$ cat config.mk
export PLATFORM = sky130hd
export DESIGN_NAME = wfg_drive_spi_arb
export DESIGN_NICKNAME = d
export VERILOG_FILES = /design/src/rtl/wfg_drive_spi_arb_pkg.sv /design/src/rtl/wfg_drive_spi_arb_rr.sv /design/src/rtl/wfg_drive_spi_arb.sv
export SDC_FILE = /design/constraint.sdc
export NUM_CORES = 1
export LEC_CHECK = 0
export ABC_AREA = 1
export BUFFER_PORTS_ARGS = -buffer_cell sky130_fd_sc_hd__buf_2
export CAP_MARGIN = 20
export CORE_ASPECT_RATIO = 0.8
export CORE_MARGIN = 5
export CORE_UTILIZATION = 42
export DETAILED_ROUTE_END_ITERATION = 8
export PLACE_DENSITY = 0.95
export SLEW_MARGIN = 20
export SYNTH_ARGS = -nofsm -noshare
export SYNTH_HDL_FRONTEND = slang
export SYNTH_SLANG_ARGS = --single-unit
$ cat constraint.sdc
create_clock -name wb_clk_i -period 4.4 [get_ports wb_clk_i]
set_input_delay 0.22 -clock wb_clk_i [delete_from_list [all_inputs] [get_ports wb_clk_i]]
set_output_delay 0.22 -clock wb_clk_i [all_outputs]
set_load 0.05 [all_outputs]
$ cat src/rtl/wfg_drive_spi_arb_pkg.sv
// Shared types and the rotating-priority pick helper for the wfg_drive_spi stream arbiter.
package wfg_drive_spi_arb_pkg;

   typedef enum logic [0:0] {
      ARB_IDLE = 1'b0,
      ARB_LOCK = 1'b1
   } arb_state_e;

   localparam int unsigned RR_MAX_SRC = 8;

   typedef struct packed {
      logic       found;
      logic [2:0] idx;
   } rr_pick_t;

   // First set request at or after ptr, wrapping modulo num_src.
   function automatic rr_pick_t rr_pick(input logic [RR_MAX_SRC-1:0] req,
                                        input logic [2:0]            ptr,
                                        input int unsigned           num_src);
      rr_pick_t    res;
      int unsigned pos;
      res = '0;
      for (int unsigned k = 0; k < RR_MAX_SRC; k++) begin
         pos = (32'(ptr) + k) % num_src;
         if ((k < num_src) && !res.found && req[pos[2:0]]) begin
            res.found = 1'b1;
            res.idx   = pos[2:0];
         end
      end
      return res;
   endfunction

endpackage

$ cat src/rtl/wfg_drive_spi_arb_rr.sv
// Combinational round-robin picker: lowest-distance requester starting from ptr_i.
module wfg_drive_spi_arb_rr
   import wfg_drive_spi_arb_pkg::*;
#(
   parameter int unsigned NUM_SRC = 4,
   parameter int unsigned IDX_W   = $clog2(NUM_SRC)
) (
   input  logic [NUM_SRC-1:0] req_i,
   input  logic [IDX_W-1:0]   ptr_i,
   output logic               found_o,
   output logic [IDX_W-1:0]   idx_o
);

   rr_pick_t pick;

   always_comb begin
      pick    = rr_pick(RR_MAX_SRC'(req_i), 3'(ptr_i), NUM_SRC);
      found_o = pick.found;
      idx_o   = IDX_W'(pick.idx);
   end

endmodule

$ cat src/rtl/wfg_drive_spi_arb.sv
// Per-frame round-robin arbiter sharing one wfg_drive_spi AXI-Stream input among NUM_SRC sources.
module wfg_drive_spi_arb
   import wfg_drive_spi_arb_pkg::*;
#(
   parameter int unsigned NUM_SRC         = 4,
   parameter int unsigned AXIS_DATA_WIDTH = 32,
   parameter int unsigned BEAT_CNT_W      = 8,
   localparam int unsigned IDX_W          = $clog2(NUM_SRC)
) (
   input  logic                               wb_clk_i,
   input  logic                               wb_rst_i,
   input  logic                               ctrl_en_i,
   input  logic [NUM_SRC-1:0]                 cfg_mask_i,
   input  logic                               cfg_sync_i,
   input  logic [BEAT_CNT_W-1:0]              cfg_max_beats_i,
   input  logic                               wfg_pat_sync_i,
   input  logic [NUM_SRC-1:0]                 s_axis_tvalid_i,
   input  logic [NUM_SRC*AXIS_DATA_WIDTH-1:0] s_axis_tdata_i,
   input  logic [NUM_SRC-1:0]                 s_axis_tlast_i,
   output logic [NUM_SRC-1:0]                 s_axis_tready_o,
   output logic                               m_axis_tvalid_o,
   output logic [AXIS_DATA_WIDTH-1:0]         m_axis_tdata_o,
   output logic                               m_axis_tlast_o,
   input  logic                               m_axis_tready_i,
   output logic [IDX_W-1:0]                   grant_id_o,
   output logic                               busy_o,
   output logic                               trunc_o
);

   arb_state_e            state_q, state_d;
   logic [IDX_W-1:0]      rr_ptr_q, rr_ptr_d;
   logic [IDX_W-1:0]      grant_q, grant_d;
   logic [BEAT_CNT_W-1:0] beat_cnt_q, beat_cnt_d;

   logic [NUM_SRC-1:0]    req;
   logic                  pick_found;
   logic [IDX_W-1:0]      pick_idx;
   logic                  locked, launch, hs, limit_hit, src_last;

   assign req    = s_axis_tvalid_i & cfg_mask_i;
   assign locked = (state_q == ARB_LOCK);

   wfg_drive_spi_arb_rr #(
      .NUM_SRC (NUM_SRC),
      .IDX_W   (IDX_W)
   ) u_rr (
      .req_i   (req),
      .ptr_i   (rr_ptr_q),
      .found_o (pick_found),
      .idx_o   (pick_idx)
   );

   always_comb begin
      s_axis_tready_o = '0;
      m_axis_tvalid_o = 1'b0;
      m_axis_tdata_o  = '0;
      src_last        = 1'b0;
      if (locked) begin
         for (int unsigned i = 0; i < NUM_SRC; i++) begin
            if (grant_q == IDX_W'(i)) begin
               m_axis_tvalid_o    = s_axis_tvalid_i[i];
               m_axis_tdata_o     = s_axis_tdata_i[i*AXIS_DATA_WIDTH +: AXIS_DATA_WIDTH];
               src_last           = s_axis_tlast_i[i];
               s_axis_tready_o[i] = m_axis_tready_i;
            end
         end
      end
   end

   // Limit fires on the beat that brings the count up to cfg_max_beats_i.
   assign limit_hit      = locked && (cfg_max_beats_i != '0) &&
                           (beat_cnt_q == cfg_max_beats_i - BEAT_CNT_W'(1));
   assign m_axis_tlast_o = src_last | limit_hit;
   assign hs             = m_axis_tvalid_o & m_axis_tready_i;
   assign trunc_o        = hs & limit_hit & ~src_last;
   assign launch         = !locked && ctrl_en_i && pick_found && (!cfg_sync_i || wfg_pat_sync_i);
   assign busy_o         = locked;
   assign grant_id_o     = grant_q;

   always_comb begin
      state_d    = state_q;
      rr_ptr_d   = rr_ptr_q;
      grant_d    = grant_q;
      beat_cnt_d = beat_cnt_q;
      case (state_q)
         ARB_IDLE: begin
            if (launch) begin
               grant_d    = pick_idx;
               beat_cnt_d = '0;
               state_d    = ARB_LOCK;
            end
         end
         ARB_LOCK: begin
            if (hs) begin
               beat_cnt_d = beat_cnt_q + BEAT_CNT_W'(1);
            end
            if (hs && m_axis_tlast_o) begin
               state_d  = ARB_IDLE;
               rr_ptr_d = (grant_q == IDX_W'(NUM_SRC-1)) ? '0 : grant_q + IDX_W'(1);
            end
         end
         default: state_d = ARB_IDLE;
      endcase
   end

   always_ff @(posedge wb_clk_i) begin
      if (wb_rst_i) begin
         state_q    <= ARB_IDLE;
         rr_ptr_q   <= '0;
         grant_q    <= '0;
         beat_cnt_q <= '0;
      end else begin
         state_q    <= state_d;
         rr_ptr_q   <= rr_ptr_d;
         grant_q    <= grant_d;
         beat_cnt_q <= beat_cnt_d;
      end
   end

endmodule

* After elaboration in Yosys (flattened, before gate mapping)
Cells that the tools add are included.
Widths: inputs -> output; s select.
** Word-level totals
- Flip-flop bits (word level) :: 13
- Input port bits :: 154
- Output and inout bits :: 42
- Logic and storage cells :: 86
** Operators by class
- $add $sub $neg :: 6
- Magnitude comparators :: 4
- Equal/unequal tests :: 6
- Muxes and demuxes :: 39
- Bitwise gates (word level) :: 7
- Reduce and logical (&&, ||, !) cells :: 20
** Operators with widths (number)
- $mux 32 :: 5
- $mux 1 :: 20
- $mux 4 :: 5
- $lt 2x4->1 const B :: 4
- $mux 8 :: 2
- $pmux 8 s2 :: 1
- $logic_and 1x1->1 :: 9
- $add 8x1->8 const B :: 1
- $bmux 1 s2 :: 4
- $eq 8x8->1 :: 1
- $reduce_bool 8->1 :: 1
- $sub 8x1->8 const B :: 1
- $reduce_and 2->1 :: 3
- $logic_not 1->1 :: 5
- $add 2x1->2 const B :: 2
- $add 2x2->2 const B :: 2
- $and 4x4->4 :: 1
- $eq 2x2->1 const B :: 2
- $and 1x1->1 :: 3
- $eq 2x1->1 const B :: 1
- $logic_not 2->1 :: 1
- $mux 2 :: 1
- $ne 2x1->1 const B :: 1
- $ne 2x2->1 const B :: 1
- other kinds (4) :: 5

* Longest topological paths before layout
- Word-level depth :: 17
- Gate-level depth with buffers :: 16
- Mapped depth without buffers :: 16

* Cells and area by module
A second synthesis with hierarchy kept.
** Second synthesis, totals
- Cells, all modules :: 440
- Area total of the unflattened synthesis :: 2477.4 um2
** By module, submodules not included
- wfg_drive_spi_arb :: instances 1, cells each 381, area an instance 2158.3 um2, sequential area each 260.2 um2
- wfg_drive_spi_arb_rr :: instances 1, cells each 59, area an instance 319.1 um2, sequential area each 0.0 um2

* Worst setup path after synthesis
No wires, ideal clock.
- Path type :: reg-to-output
- Start :: reg grant_q[1] (netlist: grant_id_o[1])
- End :: out trunc_o
- Arrival :: 3.018 ns
- Path slack :: 1.162 ns
- Cell stages (with the launch flop) :: 13
- Path buffers :: 1
- Path through :: dfxtp_1 > inv_1 > ha_1 > buf_2 > nor2_2 > nand2_1 > nand2_1 > o2111ai_1 > nand2_1 > nand2_2 > inv_1 > nand2_1 > nor2_1
** On the way
- Word-level cells in the longest chain between the ends :: 9
- Elaborated cells on any way between the ends :: 18
- Those cells by class :: eq/ne (3); mux (10); bitwise (4); reduce/logical (1)
** RTL lines
- start, declared :: RTL line wfg_drive_spi_arb.sv:32 : logic [IDX_W-1:0] grant_q, grant_d;
- start signal, assigned :: RTL line wfg_drive_spi_arb.sv:115 : grant_q <= grant_d;
- $logic_not 2->1 :: RTL line wfg_drive_spi_arb.sv:60 : if (grant_q == IDX_W'(i)) begin
- $mux 1 (3 in series) :: RTL line wfg_drive_spi_arb.sv:60
- $mux 1 (*) :: RTL line wfg_drive_spi_arb.sv:60
- $mux 1 (*) :: RTL line wfg_drive_spi_arb.sv:58 : if (locked) begin
- via m_axis_tvalid_o :: RTL line wfg_drive_spi_arb.sv:21 : output logic m_axis_tvalid_o,
- $and 1x1->1 (*) :: RTL line wfg_drive_spi_arb.sv:74 : assign hs = m_axis_tvalid_o & m_axis_tready_i;
- $and 1x1->1 (*) (2 in series) :: RTL line wfg_drive_spi_arb.sv:75 : assign trunc_o = hs & limit_hit & ~src_last;
- end, declared :: RTL line wfg_drive_spi_arb.sv:27 : output logic trunc_o
Mark *: on every way through the listed nets, which the timed path passes. The rest lies on a longest branch.

* Final worst setup path
- Start :: reg grant_q[1] (netlist: grant_id_o[1])
- End :: out trunc_o
** On the way
- Word-level cells in the longest chain between the ends :: 9
- Elaborated cells on any way between the ends :: 18
- Those cells by class :: eq/ne (3); mux (10); bitwise (4); reduce/logical (1)
** RTL lines (RTL line)
- $logic_not 2->1 :: wfg_drive_spi_arb.sv:60
- $mux 1 (4 in series) :: wfg_drive_spi_arb.sv:60
- $mux 1 :: wfg_drive_spi_arb.sv:58
- $and 1x1->1 :: wfg_drive_spi_arb.sv:74
- $and 1x1->1 :: wfg_drive_spi_arb.sv:75
- $and 1x1->1 (*) :: wfg_drive_spi_arb.sv:75
Every way passes the cells marked *; elsewhere a longest branch is shown, timed or not.

==> impl_metrics.json <==
{
  "yosys.area.top_type_share_pct": 18.7,
  "clk_latency_ps": 250,
  "hold_violations": 0,
  "fillers": 490,
  "worst_slew_pin_slew_ps": 588,
  "rows": 24,
  "wirelength_um": 10500,
  "r2r_end": "rr_ptr_q[0]$_SDFFE_PP0P_",
  "rsz0062_at_grt": "no",
  "wl_per_cell_um": 15.8,
  "crit_type": "reg2out",
  "hp-start": "wb_rst_i",
  "max-slew-margin-rel_pct": 60.8,
  "hp-class": "in2reg",
  "hpwl_um": 8560,
  "gp_congestion": 0.984,
  "final_common_cell": "buf_2",
  "ys_warn_count": 0,
  "grt_pass1_wl_um": 15600,
  "r2r_cells": 15,
  "layout-drive-gt1-share_pct": 35.8,
  "syn_avg_cell_area_um2": 5.42,
  "place_ws_ps": 1490,
  "crit_arrival_ps": 3020,
  "synth_area_leaders": "nand2_1 (19%), o21ai_0 (13%), dfxtp_1 (11%), a21oi_1 (9.7%), a22oi_1 (9.3%)",
  "drc_errors": 0,
  "reg2reg_from": "grant_id_o[1]$_SDFFE_PP0P_",
  "grt_usage_pct": 28.0,
  "htreeDepth": 1,
  "routed_via_density": 5.46,
  "nNetsFinal": 759,
  "synth_top_cell_by_area": "nand2_1",
  "antenna_found_initial": 1,
  "p_leak_uw": 0.00186,
  "cts_buffers": 3,
  "clkSinkCount": 13,
  "worst_path_largest_cell_delay_ps": 370,
  "dieArea_um2": 6990,
  "worstPathCellList": "inv_1 -> ha_1 -> buf_4 -> nor2_2 -> buf_4 -> nand2_1 -> nand2_1 -> o2111ai_1 -> nand2_1 -> nand2_2 -> inv_1 -> nand2_1 -> nor2_1 -> buf_2",
  "start_kind": "register",
  "final_cell_mix": "buf_2 (195), nand2_1 (113), o21ai_0 (59)",
  "initial_utilization_pct": 42.5,
  "critical_path.max_fanout": 33,
  "slew_violations": 0,
  "clkTransAtPathRegs_ps": 60,
  "grt_overflow": 0,
  "min_period_over_period_pct": 73.7,
  "power_density_nw_per_um2": 214,
  "io_pins": 196,
  "fp.dieH_um": 75.8,
  "synth_area_um2": 2270,
  "cp_slowest_cell": "dfxtp_1",
  "cts-resized-gates": 0,
  "die_w_um": 92.2,
  "final_area_um2": 3300,
  "fin_hold_ws_ps": 294,
  "fin_tns_setup_ps": 0,
  "postCtsHoldBufs": 0,
  "hold_path_depth": 2,
  "min_to": "beat_cnt_q[5]$_SDFFE_PP0P_",
  "io_buffers": 195,
  "cp.required_ps": 4180,
  "cts_root_buf": "clkbuf_8",
  "layout_setup_ws_ps": 1160,
  "peakVddDrop_uv": 205,
  "syn_inst": 419,
  "grt_pass1_vias": 3121,
  "fin_skew_ps": 4.70,
  "reg2reg_slack_ps": 1730,
  "fin_util_pct": 61.8,
  "core-area_um2": 5350,
  "postCtsSetupBuffers": 0,
  "placed_cell_area_um2": 3250,
  "syn_nets": 580,
  "fmax_mhz": 308,
  "crit_top_cell": "nand2_1",
  "cts_buffer_depth": 2,
  "drtPass1Iterations": 7,
  "synth_seq_cells": 13,
  "setup_viol": 0,
  "ant_nets": 0,
  "status": "complete, no violations",
  "grt_max_degree": 50,
  "period_minus_slack_ps": 3240,
  "syn2layout_area_growth_pct": 45.4,
  "first_iter_violations": 267,
  "seq_area_frac_synth_pct": 11.5,
  "cp-end-kind": "output pin",
  "cts_tree": "done",
  "vias": 3620,
  "ys_types": 31,
  "cap_violations": 0
}
-- worst max-delay path by stage --
stage | startpoint | slack (ps) | endpoint | cells past startpoint
finish | grant_id_o[1]$_SDFFE_PP0P_ | 1160 | trunc_o | 14
detailed placement | grant_id_o[1]$_SDFFE_PP0P_ | 1490 | trunc_o | 14
CTS | grant_id_o[1]$_SDFFE_PP0P_ | 1210 | trunc_o | 14
floorplan | grant_id_o[1]$_SDFFE_PP0P_ | 1160 | trunc_o | 12
global route | grant_id_o[1]$_SDFFE_PP0P_ | 900 | trunc_o | 14
global placement | grant_id_o[1]$_SDFFE_PP0P_ | 1650 | trunc_o | 14
-- synth_stat cells --
| master | instances |
|---|---|
| xor2_1 | 4 |
| a21oi_1 | 44 |
| inv_1 | 32 |
| buf_8 | 1 |
| nor2_1 | 38 |
| nor3b_1 | 1 |
| o21ai_0 | 59 |
| o21ai_2 | 2 |
| nand2_1 | 113 |
| xnor2_1 | 4 |
| buf_1 | 1 |
| nand3b_1 | 1 |
| clkinv_1 | 2 |
| o2111ai_1 | 1 |
| ha_1 | 7 |
| xor2_2 | 1 |
| a21oi_2 | 1 |
| o21ai_1 | 3 |
| a211oi_1 | 1 |
| nor2_2 | 1 |
| a22oi_1 | 28 |
| nand3_1 | 17 |
| nand4_1 | 4 |
| or2_2 | 1 |
| inv_2 | 1 |
| nand2_2 | 4 |
| buf_2 | 2 |
| a221oi_1 | 5 |
| dfxtp_1 | 13 |
| clkbuf_1 | 22 |
| o31ai_1 | 5 |
-- kinds of logic (layout without fill, tap and decap cells) --
group | after synthesis | in the layout | share of synthesized area, %
other | 0 | 1 | 0
AOI/OAI and AO/OA | 149 | 149 | 38.1
buffers and inverters | 61 | 239 | 10.7
adders and majority gates | 7 | 7 | 3.86
and+or+nand+nor | 180 | 180 | 32.1
xor gates and xnor gates | 9 | 9 | 3.80
DFF | 13 | 13 | 11.5
-- report_power, final --
part / total (uW) / leakage [uW] / switching, uW / internal (uW)
Clock: 111 / 0.0000228 / 47.1 / 64.1
Sequential: 128 / 0.000106 / 5.49 / 123
Combinational: 466 / 0.00173 / 312 / 154
Total: 705 / 0.00186 / 364 / 341
-- final cells by class --
class                   instances  area (um^2)  share of cell area [%]
diodes                          1         2.50                  0.0758
multi-input cells             345         1770                    53.5
flip-flops and latches         13          260                    7.88
repair buffers                200         1010                    30.7
well taps                      65         81.3                    2.46
inverters                      35          131                    3.98
clock buffers                   4         45.0                    1.36
-- state kept, by name, indices dropped and copies added, names as in the netlist --
| signal | cells |
|---|---|
| beat_cnt_q | 8 |
| grant_id_o | 2 |
| rr_ptr_q | 2 |
| busy_o | 1 |
-- critical path, delay by kind of cell (launching register included) --
kind	cells	cell delay, ps
AOI/OAI and AO/OA	1	90
adders and majority gates	1	320
buffers and inverters	5	1160
DFF	1	370
and+or+nand+nor	7	810
-- per-stage QoR --
stage,std cells,total power (uW)
5_1_grt,663,753
3_3_place_gp,658,583
4_1_cts,662,699
6_report,663,705
3_5_place_dp,658,591
2_1_floorplan,419,444
-- metal layers --
metal / up-vias / global-route usage [%] / share of wire [%]
met3: 33 / 5.03 / 10
met5: - / 0 / 0
met1: 1577 / 37.1 / 41
met4: 0 / 8.57 / 3.1
met2: 226 / 47.1 / 46
li1: 1784 / - / -
No activity file was read; power rests on OpenSTA's default activity.
